### src/rtl/bpsk_pkg.sv
// rtl/bpsk_pkg.sv - shared BPSK mapping constants, clog2 helper and receiver FSM states
//
// Shared by the BPSK modulator and the bpsk_demod_rx receiver.
//   BPSK_POS / BPSK_NEG : real-rail levels for bit 1 / bit 0
//   rx_state_t          : receiver FSM states
//   clog2               : ceil(log2(n)), returns 0 for n <= 1
package bpsk_pkg;

  localparam logic signed [15:0] BPSK_POS = 16'sh7FFF;
  localparam logic signed [15:0] BPSK_NEG = 16'sh8001;

  typedef enum logic {
    IDLE  = 1'b0,
    INTEG = 1'b1
  } rx_state_t;

  function automatic int clog2(input int value);
    int result;
    result = 0;
    while ((1 << result) < value) result++;
    return result;
  endfunction

endpackage

### src/rtl/bpsk_demod_rx_if.sv
// rtl/bpsk_demod_rx_if.sv - sample, bit and word signal bundle of the BPSK receiver
//
// Signals (slave = receiver side):
//   en, sync                 control inputs of the receiver
//   sample_re/im, sample_valid  complex baseband sample stream
//   bit_out, bit_valid, bit_weak  sliced bit stream
//   word_out, word_valid, word_ready  packed word handshake
//   overflow                 sticky lost-word flag
interface bpsk_demod_rx_if #(
  parameter int DATA_W    = 16,
  parameter int WORD_BITS = 8
);

  logic                        en;
  logic                        sync;
  logic signed [DATA_W-1:0]    sample_re;
  logic signed [DATA_W-1:0]    sample_im;
  logic                        sample_valid;
  logic                        bit_out;
  logic                        bit_valid;
  logic                        bit_weak;
  logic        [WORD_BITS-1:0] word_out;
  logic                        word_valid;
  logic                        word_ready;
  logic                        overflow;

  modport master (
    output en, sync, sample_re, sample_im, sample_valid, word_ready,
    input  bit_out, bit_valid, bit_weak, word_out, word_valid, overflow
  );

  modport slave (
    input  en, sync, sample_re, sample_im, sample_valid, word_ready,
    output bit_out, bit_valid, bit_weak, word_out, word_valid, overflow
  );

endinterface

### src/rtl/bpsk_demod_rx_bit_packer.sv
// rtl/bpsk_demod_rx_bit_packer.sv - MSB-first bit packer with one-word holding register
//
// Ports:
//   clk, rst      clock, asynchronous active-high reset
//   bit_in        bit to pack (shifted in at the LSB)
//   bit_in_valid  bit_in qualifier
//   clear         drop the partial word (shift register and bit count)
//   ovf_clear     clear the sticky overflow flag
//   word_out      held word, first received bit in the MSB
//   word_valid    holding register full
//   word_ready    downstream accept
//   overflow      sticky: a completed word found the holding register busy
module bit_packer
  import bpsk_pkg::*;
#(
  parameter int WORD_BITS = 8
) (
  input  logic                 clk,
  input  logic                 rst,
  input  logic                 bit_in,
  input  logic                 bit_in_valid,
  input  logic                 clear,
  input  logic                 ovf_clear,
  output logic [WORD_BITS-1:0] word_out,
  output logic                 word_valid,
  input  logic                 word_ready,
  output logic                 overflow
);

  localparam int BC_W = clog2(WORD_BITS) + 1;
  localparam logic [BC_W-1:0] FULL_CNT = BC_W'(WORD_BITS);

  logic [WORD_BITS-1:0] shift_q;
  logic [WORD_BITS-1:0] shift_base;
  logic [WORD_BITS-1:0] shift_next;
  logic [BC_W-1:0]      cnt_q;
  logic [BC_W-1:0]      cnt_base;
  logic [BC_W-1:0]      cnt_next;
  logic                 word_done;
  logic                 can_load;

  // A clear in the same cycle as a bit makes that bit the first of a new word.
  always_comb begin
    shift_base = clear ? '0 : shift_q;
    cnt_base   = clear ? '0 : cnt_q;
    shift_next = (shift_base << 1) | WORD_BITS'(bit_in);
    cnt_next   = cnt_base + BC_W'(1);
    word_done  = bit_in_valid && (cnt_next == FULL_CNT);
    can_load   = !word_valid || word_ready;
  end

  always_ff @(posedge clk or posedge rst) begin
    if (rst) begin
      shift_q    <= '0;
      cnt_q      <= '0;
      word_out   <= '0;
      word_valid <= 1'b0;
      overflow   <= 1'b0;
    end else begin
      if (word_done) begin
        shift_q <= '0;
        cnt_q   <= '0;
      end else if (bit_in_valid) begin
        shift_q <= shift_next;
        cnt_q   <= cnt_next;
      end else begin
        shift_q <= shift_base;
        cnt_q   <= cnt_base;
      end

      // Accept and load in the same cycle keeps word_valid high with new data.
      if (word_done && can_load) begin
        word_out   <= shift_next;
        word_valid <= 1'b1;
      end else if (word_valid && word_ready) begin
        word_valid <= 1'b0;
      end

      if (ovf_clear) begin
        overflow <= 1'b0;
      end else if (word_done && !can_load) begin
        overflow <= 1'b1;
      end
    end
  end

endmodule

### src/rtl/bpsk_demod_rx.sv
// rtl/bpsk_demod_rx.sv - BPSK baseband receiver: integrate-and-dump slicer plus word packer
//
// Ports:
//   clk   system clock
//   rst   asynchronous active-high reset
//   bus   bpsk_demod_rx_if.slave:
//         en (low = IDLE), sync (realign strobe, clears overflow),
//         sample_re/sample_im/sample_valid in, bit_out/bit_valid/bit_weak out,
//         word_out/word_valid/word_ready handshake, overflow sticky flag
module bpsk_demod_rx
  import bpsk_pkg::*;
#(
  parameter int          DATA_W      = 16,
  parameter int          SPS         = 4,
  parameter int          WORD_BITS   = 8,
  parameter int unsigned WEAK_THRESH = 1024
) (
  input logic            clk,
  input logic            rst,
  bpsk_demod_rx_if.slave bus
);

  localparam int ACC_W = DATA_W + clog2(SPS);
  localparam int CNT_W = (clog2(SPS) > 0) ? clog2(SPS) : 1;
  localparam logic [CNT_W-1:0] LAST_SAMP = CNT_W'(SPS - 1);

  rx_state_t state_q;
  rx_state_t state_d;

  logic signed [ACC_W-1:0] acc_q;
  logic signed [ACC_W-1:0] acc_base;
  logic signed [ACC_W-1:0] acc_next;
  logic signed [ACC_W:0]   acc_ext;
  logic        [ACC_W:0]   acc_mag;
  logic [CNT_W-1:0]        cnt_q;
  logic [CNT_W-1:0]        cnt_base;
  logic                    integ_active;
  logic                    take;
  logic                    dump;
  logic                    slice_bit;
  logic                    slice_weak;

  logic                    bit_q;
  logic                    bit_valid_q;
  logic                    bit_weak_q;

  logic [WORD_BITS-1:0]    pk_word;
  logic                    pk_valid;
  logic                    pk_overflow;

  // Imag rail is carried only for pin compatibility with the modulator.
  logic unused_im;
  assign unused_im = ^bus.sample_im;

  always_ff @(posedge clk or posedge rst) begin
    if (rst) state_q <= IDLE;
    else     state_q <= state_d;
  end

  always_comb begin
    state_d = state_q;
    case (state_q)
      IDLE:    if (bus.en)  state_d = INTEG;
      INTEG:   if (!bus.en) state_d = IDLE;
      default: state_d = IDLE;
    endcase
  end

  // Samples are only taken while integrating with en still high, so the cycle
  // en drops already discards input.
  always_comb begin
    integ_active = (state_q == INTEG) && bus.en;
    take         = integ_active && bus.sample_valid;
    acc_base     = bus.sync ? '0 : acc_q;
    cnt_base     = bus.sync ? '0 : cnt_q;
    acc_next     = acc_base + ACC_W'($signed(bus.sample_re));
    dump         = take && (cnt_base == LAST_SAMP);
    // One extra bit so the most negative sum has a representable magnitude.
    acc_ext      = {acc_next[ACC_W-1], acc_next};
    acc_mag      = acc_next[ACC_W-1] ? unsigned'(-acc_ext) : unsigned'(acc_ext);
    slice_bit    = ~acc_next[ACC_W-1];
    slice_weak   = 32'(acc_mag) < WEAK_THRESH;
  end

  always_ff @(posedge clk or posedge rst) begin
    if (rst) begin
      acc_q <= '0;
      cnt_q <= '0;
    end else if (!integ_active) begin
      acc_q <= '0;
      cnt_q <= '0;
    end else if (take) begin
      if (dump) begin
        acc_q <= '0;
        cnt_q <= '0;
      end else begin
        acc_q <= acc_next;
        cnt_q <= cnt_base + CNT_W'(1);
      end
    end else if (bus.sync) begin
      acc_q <= '0;
      cnt_q <= '0;
    end
  end

  always_ff @(posedge clk or posedge rst) begin
    if (rst) begin
      bit_q       <= 1'b0;
      bit_valid_q <= 1'b0;
      bit_weak_q  <= 1'b0;
    end else begin
      bit_valid_q <= dump;
      if (dump) begin
        bit_q      <= slice_bit;
        bit_weak_q <= slice_weak;
      end
    end
  end

  // The packer sees the bit in the dump cycle so a completed word is presented
  // together with the bit_valid pulse of its last bit.
  bit_packer #(
    .WORD_BITS (WORD_BITS)
  ) u_packer (
    .clk          (clk),
    .rst          (rst),
    .bit_in       (slice_bit),
    .bit_in_valid (dump),
    .clear        (bus.sync || !integ_active),
    .ovf_clear    (bus.sync),
    .word_out     (pk_word),
    .word_valid   (pk_valid),
    .word_ready   (bus.word_ready),
    .overflow     (pk_overflow)
  );

  assign bus.bit_out    = bit_q;
  assign bus.bit_valid  = bit_valid_q;
  assign bus.bit_weak   = bit_weak_q;
  assign bus.word_out   = pk_word;
  assign bus.word_valid = pk_valid;
  assign bus.overflow   = pk_overflow;

endmodule

### src/flat_wrapper.sv
// flat-port wrapper written by rule: the top's interface ports become plain ports
module bpsk_demod_rx_flat import bpsk_pkg::*;
#(
  parameter int          DATA_W      = 16,
  parameter int          SPS         = 4,
  parameter int          WORD_BITS   = 8,
  parameter int unsigned WEAK_THRESH = 1024
)
  (clk, rst, bus_en, bus_sync, bus_sample_re, bus_sample_im, bus_sample_valid, bus_word_ready, bus_bit_out, bus_bit_valid, bus_bit_weak, bus_word_out, bus_word_valid, bus_overflow);
  bpsk_demod_rx_if #(.DATA_W(DATA_W), .WORD_BITS(WORD_BITS)) bus_i ();
  input logic clk;
  input logic rst;
  input wire logic [$bits(bus_i.en)-1:0] bus_en;
  input wire logic [$bits(bus_i.sync)-1:0] bus_sync;
  input wire logic [$bits(bus_i.sample_re)-1:0] bus_sample_re;
  input wire logic [$bits(bus_i.sample_im)-1:0] bus_sample_im;
  input wire logic [$bits(bus_i.sample_valid)-1:0] bus_sample_valid;
  input wire logic [$bits(bus_i.word_ready)-1:0] bus_word_ready;
  output wire logic [$bits(bus_i.bit_out)-1:0] bus_bit_out;
  output wire logic [$bits(bus_i.bit_valid)-1:0] bus_bit_valid;
  output wire logic [$bits(bus_i.bit_weak)-1:0] bus_bit_weak;
  output wire logic [$bits(bus_i.word_out)-1:0] bus_word_out;
  output wire logic [$bits(bus_i.word_valid)-1:0] bus_word_valid;
  output wire logic [$bits(bus_i.overflow)-1:0] bus_overflow;
  assign bus_i.en = bus_en;
  assign bus_i.sync = bus_sync;
  assign bus_i.sample_re = bus_sample_re;
  assign bus_i.sample_im = bus_sample_im;
  assign bus_i.sample_valid = bus_sample_valid;
  assign bus_i.word_ready = bus_word_ready;
  assign bus_bit_out = bus_i.bit_out;
  assign bus_bit_valid = bus_i.bit_valid;
  assign bus_bit_weak = bus_i.bit_weak;
  assign bus_word_out = bus_i.word_out;
  assign bus_word_valid = bus_i.word_valid;
  assign bus_overflow = bus_i.overflow;
  bpsk_demod_rx #(.DATA_W(DATA_W), .SPS(SPS), .WORD_BITS(WORD_BITS), .WEAK_THRESH(WEAK_THRESH)) u_core (.clk(clk), .rst(rst), .bus(bus_i));
endmodule
### config.mk
export PLATFORM = sky130hd
export DESIGN_NAME = bpsk_demod_rx_flat
export DESIGN_NICKNAME = d
export VERILOG_FILES = /design/src/rtl/bpsk_pkg.sv /design/src/rtl/bpsk_demod_rx_if.sv /design/src/rtl/bpsk_demod_rx_bit_packer.sv /design/src/rtl/bpsk_demod_rx.sv /design/src/flat_wrapper.sv
export SDC_FILE = /design/constraint.sdc
export NUM_CORES = 1
export LEC_CHECK = 0
export ABC_CLOCK_PERIOD_IN_PS = 6850
export CORE_MARGIN = 2
export CORE_UTILIZATION = 60
export CTS_BUF_LIST = sky130_fd_sc_hd__clkbuf_8
export DETAILED_ROUTE_END_ITERATION = 10
export GPL_ROUTABILITY_DRIVEN = 0
export PLACE_DENSITY = 0.87
export SYNTH_ARGS = -nofsm -noshare
export SYNTH_HDL_FRONTEND = slang
export SYNTH_SLANG_ARGS = --single-unit
### constraint.sdc
create_clock -name clk -period 6.85 [get_ports clk]
set_input_delay 1.37 -clock clk [delete_from_list [all_inputs] [get_ports clk]]
set_output_delay 1.37 -clock clk [all_outputs]
set_load 0.03 [all_outputs]
==> metrics.md <==
| Metric | Value |
|---|---|
| Status | finished, final reports clean |
| Register area | 1130 um^2 |
| DR WL/cell | 15.3 um |
| Sequential area share after synthesis | 0.354 |
| Area after DPL | 3540 um^2 |
| Post-cts hold buffer count | 0 |
| Flop and latch count out of synthesis | 45 |
| Post-Syn Area | 3180 um^2 |
| CTS max path bufs | 2 |
| Worst Hold Path EP | u_core.u_packer.word_out[7]$_DFFE_PP0P_ |
| Core Footprint | between 5000 and 6000 um^2 |
| Yosys Warn Count | 0 |
| Fin. max-slew vios | 0 |
| Hold Path Class | reg2reg |
| Main flop type after synthesis | dfrtp_1 |
| CP max stage delay | 1.20 ns |
| Initial Utilization | 0.623 |
| Total I/O pin count | 51 |
| CTS H-tree depth | 2 |
| Hold Crit Start | u_core.u_packer.word_out[7]$_DFFE_PP0P_ |
| Cell mode on critical path | ha_1 |
| Antenna violations before repair | 0 |
| Synth Area in Adders | 0.0629 |
| Synth Area in Compound Gates | 0.230 |
| Post-CTS sizing | 0 |
| Maximum VDD drop | ~0.17 mV |
| Synth Area in XOR/XNOR | 0.0602 |
| N_diodes | 0 |
| CP top delay family | simple AND/OR/NAND/NOR gates |
| Critical path cell sequence | clkdlybuf4s50_1, nor2b_1, ha_1, ha_1, and3_1, o221ai_2, o2111a_1, o21bai_1, xnor2_1, nor3b_1, o41ai_1, or4_1, nand3_1 |
| PD cells | 144 nW/um^2 |
| RSZ-0062 raised after global routing | no |
| Nets | roughly 460 |
| Unique masters post-synth | 62 |
| Die ar. | about 5900 um^2 |
| Reg2reg setup slack | 3.36 ns |
| GRT Overall Usage | 0.253 |
| Mux contribution to synthesized area | 0.00669 |
| Worst Path Max Fanout | 32 |
| CP max stage cell | clkdlybuf4s50_1 |
| CTS tree | yes |
| Postcts setup bufs | 0 |
| Gr ovfl total | 0 |
| Vias/cell | 6.02 |
| Final ANT Viol Nets | 0 |
| Max Cap Viol | 0 |
| Avg Inst Size Synth | 8.33 um^2 |
| Synth area leaders | dfrtp_1, nand2_1, ha_1, nor2_1, a21oi_1 |
| Largest family of logic cells by synthesized area | simple AND/OR/NAND/NOR gates |
| Fin crit share | 0.749 |
| Critical Path Source Type | input port |
| Slew HR | 0.261 |
| R2R depth | 8 |
| Port buffer count | 34 |
| Via count | 2858 |
| FP Rows | 26 |
| Vias in the first global route | approximately 2700 |
| Post-Syn Instances | 382 |
| Layout fillers | roughly 430 |
| Drt initial violations | 165 |
| First-pass GRT wire length | 12300 um |
| Area Overhead vs Synth | 13.9% |
| Worst-Margin Slew | between 1 and 1.5 ns |
| Top-area cell type share of the netlist area | 0.354 |
| Synth Area in Simple Gates | 0.245 |
| Final TNS setup | 0 ns |
| Largest net degree at the start of global routing | 46 |
| Crit. Startpoint | bus_sync |
| Drc violations | 0 |
| Crit Reg-Reg Endpoint | u_core.u_packer.word_out[0]$_DFFE_PP0P_ |
| Clock root buffer | clkbuf_8 |
| Post-synth top area cell | dfrtp_1 |
| Kind of critical path | in2reg |
| Clock Latency Late Sink | 0.29 ns |
| CTS Buf Count | 5 |
| Synthesized Nets | 436 |
| Die width | 76.8 um |
| Reg-to-reg critical path startpoint | u_core.state_q$_DFF_PP0_ |
| Vert. Die Dim | ~77 um |
| Final setup violation count | 0 |
| Final Hold Fails | 0 |
| 1st-pass router iterations | 6 |
| Number of synthesized flops with an enable pin | 0 |
| Area occupied by multi-input gates | between 1500 and 2000 um^2 |
| Post-DP HPWL | approximately 5400 um |
| Clk sinks | 45 |
| Worst EP arrival | 5.36 ns |
| Post-synthesis async set-or-reset flop share | 1.00 |
| F_max | a little under 0.2 GHz |
| Top-count cell post-synth | nand2_1 |
| Reg clk slew, reported paths | 0.08 ns |
| CP endpoint kind | flop |
| Synth cell count leaders | nand2_1, nor2_1, dfrtp_1 |
| DRT Wirelength | 7280 um |
| Crit path required time | 7.08 ns |
| Lkg Pwr | 1.63 nW |
| Share of cells above drive strength 1 | 0.0519 |
| Hold Crit Depth | 2 |
| Post-Route Skew | 0.00324 ns |
| Finished Cell Area | 3620 um^2 |
| Fin crit period | ~5.1 ns |
| Total power | 523 uW |
| Buf+Inv Stages, Crit Path | 1 |
[power breakdown]
group          switching [mW]  internal [mW]
registers             0.00207          0.269
clock network          0.0837         0.0692
logic                  0.0576         0.0408
[sequential cells by signal, indices dropped and copies added, names as in the netlist]
register                    cells
u_core.bus.bit_valid            1
u_core.bus.bit_out              1
u_core.u_packer.shift_q         7
u_core.u_packer.overflow        1
u_core.u_packer.word_out        8
u_core.u_packer.cnt_q           4
u_core.state_q                  1
u_core.bus.bit_weak             1
u_core.cnt_q                    2
u_core.acc_q                   18
u_core.u_packer.word_valid      1
[logic make-up (layout without fill, tap and decap cells)]
family                   after synthesis  in the layout
AO/OA/AOI/OAI                        102            102
XOR/XNOR                              21             21
adder cells (fa/ha/maj)               16             16
multiplexers                           2              2
buffers and inverters                 33             56
AND/OR/NAND/NOR                      163            163
flip-flops                            45             45
[worst reg2reg max path, stage by stage, from the launching register on]
cell and delay (ns):
dfrtp_1 0.35, nand2_1 0.43, nor2_1 0.79, and2_1 0.28, ha_1 0.23, nand2_1 0.06, nor3_1 0.46, nand2_1 0.40
mux2_2 0.37
[routing by layer]
layer  global-route usage  vias up  share of wire
li1                     -     1407              -
met1                0.329     1355           0.45
met2                0.432       83           0.48
met3               0.0435       13          0.052
met4               0.0745        0          0.012
met5                    0        -              0
[metrics by stage]
| step | hold WS [ns] | std cells | util | setup WS [ns] |
|---|---|---|---|---|
| floorplan | 0.502 | 382 | - | 2.44 |
| global placement | 0.467 | 467 | 0.694 | 1.50 |
| detailed placement | 0.471 | 467 | 0.694 | 1.46 |
| CTS | 0.497 | 475 | 0.710 | 1.73 |
| global route | 0.524 | 475 | 0.710 | 1.45 |
| finish | 0.488 | 475 | 0.710 | 1.72 |
[worst max path at each step]
stage               cells after the start  slack, ns                                      end
global placement                       12       1.50          u_core.bus.bit_weak$_DFFE_PP0P_
detailed placement                     12       1.46          u_core.bus.bit_weak$_DFFE_PP0P_
finish                                 13       1.72          u_core.bus.bit_weak$_DFFE_PP0P_
CTS                                    12       1.73          u_core.bus.bit_weak$_DFFE_PP0P_
global route                            9       1.45  u_core.u_packer.word_out[0]$_DFFE_PP0P_
floorplan                              15       2.44          u_core.bus.bit_weak$_DFFE_PP0P_
[cell type report]
cell class              count  area share
multi-input cells         304       0.531
flip-flops and latches     45       0.311
clock buffers               5      0.0190
inverters                  11      0.0114
repair buffers             37       0.100
well taps                  70      0.0242
clock inverters             3     0.00380
[cell usage in the layout, fill, tap and decap left out, drive strengths merged, types with 4 or more instances in the layout]
cell | Yosys | final
nand2 | 58 | 58
nor2 | 46 | 46
dfrtp | 45 | 45
clkdlybuf4s50 | 0 | 34
a21oi | 28 | 28
nor2b | 17 | 17
ha | 16 | 16
xnor2 | 16 | 16
o21ai | 14 | 14
inv | 10 | 10
a22oi | 9 | 9
a21o | 8 | 8
o211ai | 7 | 7
nand2b | 6 | 6
and3 | 6 | 6
nand4 | 5 | 5
nor3 | 5 | 5
a31oi | 5 | 5
xor2 | 5 | 5
clkbuf | 18 | 5
a2111o | 4 | 4
nor4 | 4 | 4
clkinv | 1 | 4
Note: power is estimated with default switching activity, not from simulation.
